===== config.mk =====
export PLATFORM = sky130hd
export DESIGN_NAME = ulpb_rx_dispatch_flat
export DESIGN_NICKNAME = d
export VERILOG_FILES = /design/src/rtl/ulpb_rx_dispatch_pkg.sv /design/src/rtl/ulpb_rx_dispatch_if.sv /design/src/rtl/ulpb_rx_dispatch_fifo.sv /design/src/rtl/ulpb_rx_dispatch.sv /design/src/flat_wrapper.sv
export SDC_FILE = /design/constraint.sdc
export NUM_CORES = 1
export LEC_CHECK = 0
export BUFFER_PORTS_ARGS = -buffer_cell sky130_fd_sc_hd__buf_2
export CORE_UTILIZATION = 50
export CTS_CLUSTER_DIAMETER = 150
export DETAILED_ROUTE_END_ITERATION = 7
export PLACE_DENSITY = 0.76
export SYNTH_ARGS = -nofsm -noshare
export SYNTH_HDL_FRONTEND = slang
export SYNTH_HIERARCHICAL = 1
export SYNTH_SLANG_ARGS = --single-unit

===== constraint.sdc =====
create_clock -name i_CLK_EXT -period 4.65 [get_ports i_CLK_EXT]
set_input_delay 0.465 -clock i_CLK_EXT [delete_from_list [all_inputs] [get_ports i_CLK_EXT]]
set_output_delay 0.465 -clock i_CLK_EXT [all_outputs]
set_load 0.1 [all_outputs]

===== src/rtl/ulpb_rx_dispatch_pkg.sv =====
// Shared definitions for the ulpb RX dispatcher: default bus widths, FSM state
// encoding and the control FIFO entry layout {idx[1:0], data}.
package ulpb_rx_dispatch_pkg;

  localparam int ULPB_ADDR_W = 8;
  localparam int ULPB_DATA_W = 32;
  localparam int CTRL_IDX_W  = 2;

  typedef enum logic [2:0] {
    ST_IDLE     = 3'd0,
    ST_CAP      = 3'd1,
    ST_FWD_REQ  = 3'd2,
    ST_FWD_DONE = 3'd3,
    ST_ACK_WAIT = 3'd4
  } rx_state_e;

  // Width of one control FIFO entry: match index above the data word.
  function automatic int ctrl_entry_w(input int data_w);
    return data_w + CTRL_IDX_W;
  endfunction

endpackage


===== src/rtl/ulpb_rx_dispatch_if.sv =====
// Bundle of the node RX handshake, the layer handshake and the control FIFO
// read side. The dispatcher uses the slave view; its environment the master view.
interface ulpb_rx_dispatch_if #(
  parameter int ADDR_WIDTH = ulpb_rx_dispatch_pkg::ULPB_ADDR_W,
  parameter int DATA_WIDTH = ulpb_rx_dispatch_pkg::ULPB_DATA_W
);
  logic [ADDR_WIDTH-1:0] NODE_RX_ADDR;
  logic [DATA_WIDTH-1:0] NODE_RX_DATA;
  logic                  NODE_RX_PEND;
  logic                  NODE_RX_REQ;
  logic                  NODE_RX_ACK;
  logic [ADDR_WIDTH-1:0] RX_ADDR;
  logic [DATA_WIDTH-1:0] RX_DATA;
  logic                  RX_PEND;
  logic                  RX_REQ;
  logic                  RX_ACK;
  logic                  CTRL_RD_EN;
  logic                  CTRL_EMPTY;
  logic                  CTRL_FULL;
  logic [DATA_WIDTH-1:0] CTRL_DATA;
  logic [1:0]            CTRL_IDX;
  logic [7:0]            CTRL_DROP_CNT;

  modport slave (
    input  NODE_RX_ADDR, NODE_RX_DATA, NODE_RX_PEND, NODE_RX_REQ, RX_ACK, CTRL_RD_EN,
    output NODE_RX_ACK, RX_ADDR, RX_DATA, RX_PEND, RX_REQ,
           CTRL_EMPTY, CTRL_FULL, CTRL_DATA, CTRL_IDX, CTRL_DROP_CNT
  );

  modport master (
    output NODE_RX_ADDR, NODE_RX_DATA, NODE_RX_PEND, NODE_RX_REQ, RX_ACK, CTRL_RD_EN,
    input  NODE_RX_ACK, RX_ADDR, RX_DATA, RX_PEND, RX_REQ,
           CTRL_EMPTY, CTRL_FULL, CTRL_DATA, CTRL_IDX, CTRL_DROP_CNT
  );
endinterface


===== src/rtl/ulpb_rx_dispatch_fifo.sv =====
// ulpb_sync_fifo: single-clock first-word fall-through FIFO. Pointers carry one
// extra wrap bit so full/empty come straight from a pointer compare. A push into
// a full FIFO is refused even when a pop happens in the same cycle.
module ulpb_sync_fifo #(
  parameter int WIDTH = 34,
  parameter int DEPTH = 4
) (
  input  logic             i_clk,
  input  logic             i_rst,
  input  logic             i_wr_en,
  input  logic [WIDTH-1:0] i_wr_data,
  input  logic             i_rd_en,
  output logic [WIDTH-1:0] o_rd_data,
  output logic             o_empty,
  output logic             o_full
);
  localparam int AW = $clog2(DEPTH);

  logic [WIDTH-1:0] r_mem [DEPTH];
  logic [AW:0]      r_wr_ptr, r_rd_ptr;
  logic             w_wr, w_rd;

  assign o_empty   = (r_wr_ptr == r_rd_ptr);
  assign o_full    = (r_wr_ptr[AW] != r_rd_ptr[AW]) && (r_wr_ptr[AW-1:0] == r_rd_ptr[AW-1:0]);
  assign w_wr      = i_wr_en & ~o_full;
  assign w_rd      = i_rd_en & ~o_empty;
  // Head shows zero while empty so the output is defined out of reset.
  assign o_rd_data = o_empty ? '0 : r_mem[r_rd_ptr[AW-1:0]];

  // Storage array, written on accepted pushes only.
  always_ff @(posedge i_clk) begin
    if (w_wr) r_mem[r_wr_ptr[AW-1:0]] <= i_wr_data;
  end

  // Pointer update; reset flushes the FIFO.
  always_ff @(posedge i_clk) begin
    if (i_rst) begin
      r_wr_ptr <= '0;
      r_rd_ptr <= '0;
    end else begin
      if (w_wr) r_wr_ptr <= r_wr_ptr + {{AW{1'b0}}, 1'b1};
      if (w_rd) r_rd_ptr <= r_rd_ptr + {{AW{1'b0}}, 1'b1};
    end
  end
endmodule


===== src/rtl/ulpb_rx_dispatch.sv =====
// ulpb RX dispatcher. Messages whose address matches a control address/mask pair
// are auto-acked and queued in the control FIFO; everything else is forwarded to
// the layer over a four-phase REQ/ACK handshake.
// Optional: define ULPB_RX_DISPATCH_DROP_EN to discard (and count) control
// messages that arrive while the FIFO is full instead of stalling the node.
module ulpb_rx_dispatch
  import ulpb_rx_dispatch_pkg::*;
#(
  parameter int ADDR_WIDTH    = ULPB_ADDR_W,
  parameter int DATA_WIDTH    = ULPB_DATA_W,
  parameter int NUM_CTRL_ADDR = 2,
  parameter logic [NUM_CTRL_ADDR*ADDR_WIDTH-1:0] CTRL_ADDRESS   = {8'h01, 8'h00},
  parameter logic [NUM_CTRL_ADDR*ADDR_WIDTH-1:0] CTRL_ADDR_MASK = {8'hff, 8'hff},
  parameter int FIFO_DEPTH    = 4
) (
  input  logic              i_CLK_EXT,
  input  logic              i_RESET,
  ulpb_rx_dispatch_if.slave bus
);
  localparam int EW = ctrl_entry_w(DATA_WIDTH);

  logic            r_req_meta, r_req_s;
  logic            w_match;
  logic [1:0]      w_idx, r_idx;
  rx_state_e       r_state, w_state_nxt;
  logic            r_node_ack, w_node_ack_nxt;
  logic            r_rx_req, w_rx_req_nxt;
  logic            w_push, w_load_fwd, w_load_idx;
  logic            w_fifo_full, w_fifo_empty;
  logic [EW-1:0]   w_fifo_rd;
  logic [ADDR_WIDTH-1:0] r_rx_addr;
  logic [DATA_WIDTH-1:0] r_rx_data;
  logic                  r_rx_pend;
`ifdef ULPB_RX_DISPATCH_DROP_EN
  logic            w_drop;
  logic [7:0]      r_drop_cnt;
`endif

  // Two-flop synchroniser for the node request.
  always_ff @(posedge i_CLK_EXT) begin
    if (i_RESET) begin
      r_req_meta <= 1'b0;
      r_req_s    <= 1'b0;
    end else begin
      r_req_meta <= bus.NODE_RX_REQ;
      r_req_s    <= r_req_meta;
    end
  end

  // Address classification; scan high to low so the lowest matching pair wins.
  always_comb begin
    w_match = 1'b0;
    w_idx   = 2'd0;
    for (int i = NUM_CTRL_ADDR-1; i >= 0; i--) begin
      if (((bus.NODE_RX_ADDR ^ CTRL_ADDRESS[i*ADDR_WIDTH +: ADDR_WIDTH])
           & CTRL_ADDR_MASK[i*ADDR_WIDTH +: ADDR_WIDTH]) == '0) begin
        w_match = 1'b1;
        w_idx   = 2'(i);
      end
    end
  end

  // Next-state and handshake decisions.
  always_comb begin
    w_state_nxt    = r_state;
    w_node_ack_nxt = r_node_ack;
    w_rx_req_nxt   = r_rx_req;
    w_push         = 1'b0;
    w_load_fwd     = 1'b0;
    w_load_idx     = 1'b0;
`ifdef ULPB_RX_DISPATCH_DROP_EN
    w_drop         = 1'b0;
`endif
    case (r_state)
      ST_IDLE: begin
        if (r_req_s) begin
          if (w_match) begin
            w_load_idx  = 1'b1;
            w_state_nxt = ST_CAP;
          end else begin
            w_load_fwd   = 1'b1;
            w_rx_req_nxt = 1'b1;
            w_state_nxt  = ST_FWD_REQ;
          end
        end
      end
      ST_CAP: begin
        if (!w_fifo_full) begin
          w_push         = 1'b1;
          w_node_ack_nxt = 1'b1;
          w_state_nxt    = ST_ACK_WAIT;
        end else begin
`ifdef ULPB_RX_DISPATCH_DROP_EN
          w_drop         = 1'b1;
          w_node_ack_nxt = 1'b1;
          w_state_nxt    = ST_ACK_WAIT;
`else
          w_state_nxt    = ST_CAP;
`endif
        end
      end
      ST_FWD_REQ: begin
        if (bus.RX_ACK) begin
          w_rx_req_nxt   = 1'b0;
          w_node_ack_nxt = 1'b1;
          w_state_nxt    = ST_FWD_DONE;
        end
      end
      ST_FWD_DONE: begin
        if (!r_req_s && !bus.RX_ACK) begin
          w_node_ack_nxt = 1'b0;
          w_state_nxt    = ST_IDLE;
        end
      end
      ST_ACK_WAIT: begin
        if (!r_req_s) begin
          w_node_ack_nxt = 1'b0;
          w_state_nxt    = ST_IDLE;
        end
      end
      default: begin
        w_node_ack_nxt = 1'b0;
        w_rx_req_nxt   = 1'b0;
        w_state_nxt    = ST_IDLE;
      end
    endcase
  end

  // State and handshake registers; reset abandons any transaction in flight.
  always_ff @(posedge i_CLK_EXT) begin
    if (i_RESET) begin
      r_state    <= ST_IDLE;
      r_node_ack <= 1'b0;
      r_rx_req   <= 1'b0;
    end else begin
      r_state    <= w_state_nxt;
      r_node_ack <= w_node_ack_nxt;
      r_rx_req   <= w_rx_req_nxt;
    end
  end

  // Layer-side message registers and the captured match index.
  always_ff @(posedge i_CLK_EXT) begin
    if (i_RESET) begin
      r_rx_addr <= '0;
      r_rx_data <= '0;
      r_rx_pend <= 1'b0;
      r_idx     <= 2'd0;
    end else begin
      if (w_load_fwd) begin
        r_rx_addr <= bus.NODE_RX_ADDR;
        r_rx_data <= bus.NODE_RX_DATA;
        r_rx_pend <= bus.NODE_RX_PEND;
      end
      if (w_load_idx) r_idx <= w_idx;
    end
  end

`ifdef ULPB_RX_DISPATCH_DROP_EN
  // Saturating count of control messages discarded on a full FIFO.
  always_ff @(posedge i_CLK_EXT) begin
    if (i_RESET)                          r_drop_cnt <= 8'd0;
    else if (w_drop && r_drop_cnt != 8'hff) r_drop_cnt <= r_drop_cnt + 8'd1;
  end
  assign bus.CTRL_DROP_CNT = r_drop_cnt;
`else
  assign bus.CTRL_DROP_CNT = 8'd0;
`endif

  ulpb_sync_fifo #(
    .WIDTH (EW),
    .DEPTH (FIFO_DEPTH)
  ) u_ctrl_fifo (
    .i_clk     (i_CLK_EXT),
    .i_rst     (i_RESET),
    .i_wr_en   (w_push),
    .i_wr_data ({r_idx, bus.NODE_RX_DATA}),
    .i_rd_en   (bus.CTRL_RD_EN),
    .o_rd_data (w_fifo_rd),
    .o_empty   (w_fifo_empty),
    .o_full    (w_fifo_full)
  );

  assign bus.NODE_RX_ACK = r_node_ack;
  assign bus.RX_REQ      = r_rx_req;
  assign bus.RX_ADDR     = r_rx_addr;
  assign bus.RX_DATA     = r_rx_data;
  assign bus.RX_PEND     = r_rx_pend;
  assign bus.CTRL_EMPTY  = w_fifo_empty;
  assign bus.CTRL_FULL   = w_fifo_full;
  assign bus.CTRL_DATA   = w_fifo_rd[DATA_WIDTH-1:0];
  assign bus.CTRL_IDX    = w_fifo_rd[DATA_WIDTH +: CTRL_IDX_W];
endmodule


===== src/flat_wrapper.sv =====
// flat-port wrapper written by rule: the top's interface ports become plain ports
module ulpb_rx_dispatch_flat import ulpb_rx_dispatch_pkg::*;
#(
  parameter int ADDR_WIDTH    = ULPB_ADDR_W,
  parameter int DATA_WIDTH    = ULPB_DATA_W,
  parameter int NUM_CTRL_ADDR = 2,
  parameter logic [NUM_CTRL_ADDR*ADDR_WIDTH-1:0] CTRL_ADDRESS   = {8'h01, 8'h00},
  parameter logic [NUM_CTRL_ADDR*ADDR_WIDTH-1:0] CTRL_ADDR_MASK = {8'hff, 8'hff},
  parameter int FIFO_DEPTH    = 4
)
  (i_CLK_EXT, i_RESET, bus_NODE_RX_ADDR, bus_NODE_RX_DATA, bus_NODE_RX_PEND, bus_NODE_RX_REQ, bus_RX_ACK, bus_CTRL_RD_EN, bus_NODE_RX_ACK, bus_RX_ADDR, bus_RX_DATA, bus_RX_PEND, bus_RX_REQ, bus_CTRL_EMPTY, bus_CTRL_FULL, bus_CTRL_DATA, bus_CTRL_IDX, bus_CTRL_DROP_CNT);
  ulpb_rx_dispatch_if #(.ADDR_WIDTH(ADDR_WIDTH), .DATA_WIDTH(DATA_WIDTH)) bus_i ();
  input  logic i_CLK_EXT;
  input  logic i_RESET;
  input wire logic [$bits(bus_i.NODE_RX_ADDR)-1:0] bus_NODE_RX_ADDR;
  input wire logic [$bits(bus_i.NODE_RX_DATA)-1:0] bus_NODE_RX_DATA;
  input wire logic [$bits(bus_i.NODE_RX_PEND)-1:0] bus_NODE_RX_PEND;
  input wire logic [$bits(bus_i.NODE_RX_REQ)-1:0] bus_NODE_RX_REQ;
  input wire logic [$bits(bus_i.RX_ACK)-1:0] bus_RX_ACK;
  input wire logic [$bits(bus_i.CTRL_RD_EN)-1:0] bus_CTRL_RD_EN;
  output wire logic [$bits(bus_i.NODE_RX_ACK)-1:0] bus_NODE_RX_ACK;
  output wire logic [$bits(bus_i.RX_ADDR)-1:0] bus_RX_ADDR;
  output wire logic [$bits(bus_i.RX_DATA)-1:0] bus_RX_DATA;
  output wire logic [$bits(bus_i.RX_PEND)-1:0] bus_RX_PEND;
  output wire logic [$bits(bus_i.RX_REQ)-1:0] bus_RX_REQ;
  output wire logic [$bits(bus_i.CTRL_EMPTY)-1:0] bus_CTRL_EMPTY;
  output wire logic [$bits(bus_i.CTRL_FULL)-1:0] bus_CTRL_FULL;
  output wire logic [$bits(bus_i.CTRL_DATA)-1:0] bus_CTRL_DATA;
  output wire logic [$bits(bus_i.CTRL_IDX)-1:0] bus_CTRL_IDX;
  output wire logic [$bits(bus_i.CTRL_DROP_CNT)-1:0] bus_CTRL_DROP_CNT;
  assign bus_i.NODE_RX_ADDR = bus_NODE_RX_ADDR;
  assign bus_i.NODE_RX_DATA = bus_NODE_RX_DATA;
  assign bus_i.NODE_RX_PEND = bus_NODE_RX_PEND;
  assign bus_i.NODE_RX_REQ = bus_NODE_RX_REQ;
  assign bus_i.RX_ACK = bus_RX_ACK;
  assign bus_i.CTRL_RD_EN = bus_CTRL_RD_EN;
  assign bus_NODE_RX_ACK = bus_i.NODE_RX_ACK;
  assign bus_RX_ADDR = bus_i.RX_ADDR;
  assign bus_RX_DATA = bus_i.RX_DATA;
  assign bus_RX_PEND = bus_i.RX_PEND;
  assign bus_RX_REQ = bus_i.RX_REQ;
  assign bus_CTRL_EMPTY = bus_i.CTRL_EMPTY;
  assign bus_CTRL_FULL = bus_i.CTRL_FULL;
  assign bus_CTRL_DATA = bus_i.CTRL_DATA;
  assign bus_CTRL_IDX = bus_i.CTRL_IDX;
  assign bus_CTRL_DROP_CNT = bus_i.CTRL_DROP_CNT;
  ulpb_rx_dispatch #(.ADDR_WIDTH(ADDR_WIDTH), .DATA_WIDTH(DATA_WIDTH), .NUM_CTRL_ADDR(NUM_CTRL_ADDR), .CTRL_ADDRESS(CTRL_ADDRESS), .CTRL_ADDR_MASK(CTRL_ADDR_MASK), .FIFO_DEPTH(FIFO_DEPTH)) u_core (.i_CLK_EXT(i_CLK_EXT), .i_RESET(i_RESET), .bus(bus_i));
endmodule

# --- Word-level counts from Yosys, hierarchy flattened ---
# Memory sizes are Yosys's and may differ from the RTL's. A register that Yosys moved wholly into a read port is not among the register bits.
# Cells that the tools add are included.
op_classes:
  n_lt_le_gt_ge: 0
  reduce_logical: 11
  shifts: 0
  multipliers: 0
  n_mux: 33
  n_div: 0
  n_eq_ne: 13
  bitwise_logic: 7
  addsub: 2
op_table:
  columns: ["operator", "n"]
  rows:
  - ["34-bit two-way mux", 1]
  - ["1-bit two-way mux", 21]
  - ["8-bit logical NOT", 2]
  - ["3-bit two-way mux", 5]
  - ["3-bit case mux with 5 select lines", 1]
  - ["2-bit != test (second input constant)", 4]
  - ["4-bit AND reduction", 2]
  - ["3-bit by 1-bit adder with 3-bit output (second input constant)", 2]
  - ["3-bit by 2-bit equality test with 1-bit output (second input constant)", 2]
  - ["2-bit two-way mux", 3]
  - ["1-bit inverter", 5]
  - ["1-bit case mux with 5 select lines", 1]
  - ["5-bit AND reduction", 1]
  - ["2-bit by 1-bit != test with 1-bit output (second input constant)", 2]
  - ["3-bit by 1-bit equality test with 1-bit output (second input constant)", 1]
  - ["3-bit equality test", 1]
  - ["3-bit equality test (second input constant)", 1]
  - ["3-bit logical NOT", 1]
  - ["1-bit case mux with 3 select lines", 1]
  - ["3-bit OR reduction", 1]
  - ["1-bit AND", 2]
  - ["2-bit equality test", 1]
  - ["1-bit logical AND", 2]
  - ["1-bit logical NOT", 2]
  - ["1-bit != test", 1]
totals:
  romBits: 0
  regBits: 56
  latch_bits: 0
  elab_cells: 78
  n_memories: 1
  ram_bits: 136
mem_list:
  columns: ["name", "depth", "word_bits", "rd", "rd_ports_with_merged_regs", "write_ports", "line", "source"]
  rows:
  - ["u_core.u_ctrl_fifo.r_mem", 4, 34, 1, 1, 1, "ulpb_rx_dispatch_fifo.sv:19", "logic [WIDTH-1:0] r_mem [DEPTH];"]

# --- Depth between registers and ports, before layout ---
logic_depth:
  word_depth: 7
  mapped_depth: 8

# --- By module ---
# The synthesis kept the hierarchy.
by_module_without_submodules:
  columns: ["mod", "cells_per_inst", "n_inst", "area_each_um2"]
  rows:
  - ["ulpb_sync_fifo", 284, 1, 5798.1]
  - ["ulpb_rx_dispatch", 238, 1, 1966.9]

# --- Worst setup path after synthesis ---
# Ideal clock, no wire load.
synth_timing:
  path_kind: "flip-flop to flip-flop"
  startpoint: "register u_core.u_ctrl_fifo.r_wr_ptr[1]"
  endpoint: "memory u_core.u_ctrl_fifo.r_mem[3][0], enable pin"
  synth_period_minus_slack_ns: 4.877
  path_slack_ns: -0.227
  t_arrival_ns: 4.288
  n_path_buf: 1
  t_required_ns: 4.061
  stages_incl_launch_ff: 5
  cell_sequence: "dfxtp_1 -> buf_4 -> xor2_2 -> nor3_1 -> nor2_1"
synth_between:
  elab_chain_len: 7
synth_lines:
  columns: ["element", "line", "source"]
  rows:
  - ["start: declaration", "ulpb_rx_dispatch_fifo.sv:20", "logic [AW:0] r_wr_ptr, r_rd_ptr;"]
  - ["start signal: assignment", "ulpb_rx_dispatch_fifo.sv:41", "if (w_wr) r_wr_ptr <= r_wr_ptr + {{AW{1'b0}}, 1'b1};"]
  - ["2-bit equality test (*)", "ulpb_rx_dispatch_fifo.sv:24", "assign o_full = (r_wr_ptr[AW] != r_rd_ptr[AW]) && (r_wr_ptr[AW-1:0] == r_rd_ptr[AW-1:0]);"]
  - ["1-bit logical AND (*)", "ulpb_rx_dispatch_fifo.sv:24", null]
  - ["named net bus_CTRL_FULL", "flat_wrapper.sv:27", "output wire logic [$bits(bus_i.CTRL_FULL)-1:0] bus_CTRL_FULL;"]
  - ["1-bit two-way mux", "ulpb_rx_dispatch.sv:88", "if (!w_fifo_full) begin"]
  - ["1-bit two-way mux", "ulpb_rx_dispatch.sv:74", "case (r_state)"]
  - ["1-bit AND (*)", "ulpb_rx_dispatch_fifo.sv:25", "assign w_wr = i_wr_en & ~o_full;"]
  - ["1-bit two-way mux (*)", "ulpb_rx_dispatch_fifo.sv:32", "if (w_wr) r_mem[r_wr_ptr[AW-1:0]] <= i_wr_data;"]
  - ["1-bit two-way mux (not written as such) (*)", "ulpb_rx_dispatch_fifo.sv:32", null]
  - ["end: declaration", "ulpb_rx_dispatch_fifo.sv:19", null]
# The timed path passes the listed nets; every way through them passes the cells marked *.

# --- Worst setup path in the final report ---
layout_timing:
  startpoint: "register u_core.u_ctrl_fifo.r_wr_ptr[0]"
  endpoint: "memory u_core.u_ctrl_fifo.r_mem[1][26], enable pin"
layout_between:
  elab_chain_len: 7
layout_lines:
  columns: ["element", "line", "source"]
  rows:
  - ["2-bit equality test", "ulpb_rx_dispatch_fifo.sv:24", null]
  - ["1-bit logical AND", "ulpb_rx_dispatch_fifo.sv:24", null]
  - ["1-bit two-way mux", "ulpb_rx_dispatch.sv:88", null]
  - ["1-bit two-way mux", "ulpb_rx_dispatch.sv:74", null]
  - ["named net u_core.w_push", "ulpb_rx_dispatch.sv:28", "logic w_push, w_load_fwd, w_load_idx;"]
  - ["1-bit AND", "ulpb_rx_dispatch_fifo.sv:25", null]
  - ["1-bit two-way mux", "ulpb_rx_dispatch_fifo.sv:32", null]
  - ["1-bit two-way mux (not written as such)", "ulpb_rx_dispatch_fifo.sv:32", null]
# The timed path passes the listed nets, and every way through them passes these cells.

==> results_dict.tcl <==
set metrics [dict create \
    status "complete, no violations" \
    synth-xor-area-share_pct 0.9829 \
    irDropWorstVdd_mv 0.2726 \
    synthAdderAreaFrac_pct 0.8057 \
    synthMuxAreaShare_pct 10.14 \
    grt_setup_unrepaired "no" \
    num_antenna_cells 0 \
    fp.coreArea_sq_um 15200 \
    final_common_cell "edfxtp_1" \
    drt_iter0_markers 454 \
    final_cell_mix "136 x edfxtp_1, 124 x buf_2, 89 x nand2_1" \
    cp_cell_sequence "xor2_2 > nor3_2 > nand2b_1 > nor3_1 > inv_1 > a31oi_1 > and2_2" \
    h-tree-depth 4 \
    wl_per_cell_microns 18.67 \
    overflow 0 \
    clock_path_buffers 2 \
    hold_class "input pin to flop" \
    synth_cells 522 \
    crit_path_start_kind "flop" \
    criticalPathCategory "flop to flop" \
    grt_pass1_wl_microns 24870 \
    fp.dieW_microns 126.6 \
    drive_above_1_share_pct 32.72 \
    viasPerCell 5.469 \
    drcViolationCount 0 \
    final-hold-violation-count 0 \
    clk_pin_slew_ns 0.07 \
    critical-path-max-stage-delay_ns 0.81 \
    ys_warn_count 6 \
    setup_ws_ns 1.171 \
    crit_arrival_ns 3.52 \
    finalSetupViolations 0 \
    dr_total_vias 4605 \
    ys_ff_latch 193 \
    post-route-period-util_pct 74.82 \
    worstPathMaxFanout 34 \
    ant_nets 0 \
    postCtsSetupRepairBufs 0 \
    hold_buffers 0 \
    synth-compound-area-share_pct 5.446 \
    cts_buffers 17 \
    preCtsSetupSlack_ns 1.291 \
    slowest_stage "and2_2" \
    post_dp_cell_area_sq_um 8458 \
    die-area_sq_um 16030 \
    antenna_found_initial 0 \
    syn2layout_area_growth_pct 16.87 \
    skew_ns 0.008643 \
    relSlewSlack_pct 20.47 \
    fin_tns_setup_ns 0 \
    first_pass_iters 5 \
    root_buffer "clkbuf_16" \
    p_per_area_nw_per_um2 485.3 \
    worst_ep_required_time_ns 4.69 \
    ys_seq_area_share_pct 67.29 \
    crit_buf_inv 1 \
    ff2ff_setup_slack_ns 1.17 \
    grt_use_total_pct 20.80 \
    synth_cell_types 48 \
    synth.top_cell.area_share_pct 52.59 \
    postSynthAreaPerCell_sq_um 14.88 \
    ios 133 \
    crit_family "simple AND/OR/NAND/NOR gates" \
    drv_slew 0 \
    synth_area_sq_um 7765 \
    synth_top_family_by_area "simple AND/OR/NAND/NOR gates" \
    worst_pin_slew_ns 1.193 \
    rows 45 \
    drv_cap 0 \
    cts_tree "built" \
    final_nets 692 \
    grt_pass1_vias 4641 \
    whs_ns 0.2723 \
    synth.top_cells.by_area "edfxtp_1 53%, dfxtp_1 15%, mux4_2 9.9%" \
    leakage_nw 3.268 \
    gp_congestion 0.7864 \
    wl_microns 15720 \
    clk_latency_ns 0.42 \
    grt_max_degree 60 \
    cts_sinks 193 \
    port_buffers 124 \
    timing.fmax_mhz 287.4 \
    fin_area_sq_um 9075 \
    dpl.hpwl_microns 9824 \
    yosysTopAreaCell "edfxtp_1" \
    yosys.area_share.simple_pct 11.94 \
    die_h_microns 126.6 \
    cts_resized 0 \
    crit_path_end_kind "flop" \
    post-route-min-period_ns 3.479 \
    initial_core_util_pct 51.08 \
]
metal layers:
layer	track usage, %	vias to the layer above	wire (microns)
li1	-	2145	-
met1	26.85	2246	6475
met2	34.38	192	7827
met3	5.567	22	1229
met4	6.804	0	190
met5	0	-	0
logic make-up after synthesis:
family / after synthesis
other: 1
buffers and inverters: 43
adder cells (fa/ha/maj): 5
AND/OR/NAND/NOR: 167
multiplexers: 36
AO/OA/AOI/OAI: 70
XOR/XNOR: 7
flip-flops: 193
report_power, final:
group / total (W) / internal [W] / switching (W)
Combinational: 0.000994 / 0.000235 / 0.000759
Sequential: 0.00191 / 0.00186 / 0.0000513
Clock: 0.00150 / 0.000905 / 0.000595
Total: 0.00440 / 0.00300 / 0.00141
sequential cells by signal, indices dropped and copies added (netlist names), 3 cells and up, named ones only:
| register | flops |
|---|---|
| u_core/u_ctrl_fifo/r_mem | 136 |
| u_core/bus.RX_DATA | 32 |
| u_core/bus.RX_ADDR | 8 |
| u_core/r_state | 3 |
| u_core/u_ctrl_fifo/r_rd_ptr | 3 |
| u_core/u_ctrl_fifo/r_wr_ptr | 3 |
stage by stage:
step	utilization [%]	cells	total power (W)
after floorplan	-	533	0.002805
after global placement	55.64	810	0.002932
after detailed placement	55.64	810	0.002947
after CTS	59.70	842	0.004440
after global routing	59.70	842	0.004548
final	59.70	842	0.004404
cell type report:
| class | count | area (sq um) |
|---|---|---|
| inverter | 6 | 22.52 |
| fill | 1129 | 6127 |
| clock inverter | 8 | 125.1 |
| timing repair buffer | 126 | 635.6 |
| tap | 188 | 235.2 |
| clock buffer | 24 | 491.7 |
| sequential | 193 | 5228 |
| multi-input combinational | 297 | 2337 |
synthesized netlist by cell type, drive strengths merged:
master / n
and3: 1
xor2: 3
nor2: 4
a21bo: 1
a41o: 1
nor2b: 38
mux2: 1
a211o: 2
nand2b: 2
mux4: 34
inv: 6
o21bai: 1
a22oi: 1
nand3b: 2
a21oi: 43
o2111a: 1
nor3: 6
buf: 25
a21boi: 1
nand4: 4
dfxtp: 57
o21ai: 7
conb: 1
nand3: 7
and3b: 1
nor4b: 1
edfxtp: 136
a31oi: 5
or4: 2
a211oi: 1
nor4: 1
nand2: 89
nor3b: 6
mux2i: 1
and2: 3
a41oi: 2
a2111oi: 1
o211a: 1
ha: 5
o211ai: 2
clkbuf: 12
xnor2: 4
final timing paths:
check	startpoint	to	depth (start not counted)
max	u_core/u_ctrl_fifo/r_wr_ptr[0]$_SDFFE_PP0P_	u_core/u_ctrl_fifo/r_mem[1][26]$_DFFE_PP_	7
min	bus_NODE_RX_REQ	u_core/r_req_meta$_SDFF_PP0_	2
max reg2reg	u_core/u_ctrl_fifo/r_wr_ptr[0]$_SDFFE_PP0P_	u_core/u_ctrl_fifo/r_mem[1][26]$_DFFE_PP_	7
min reg2reg	u_core/r_req_meta$_SDFF_PP0_	u_core/r_req_s$_SDFF_PP0_	1
Note: power is estimated with default switching activity, not from simulation.
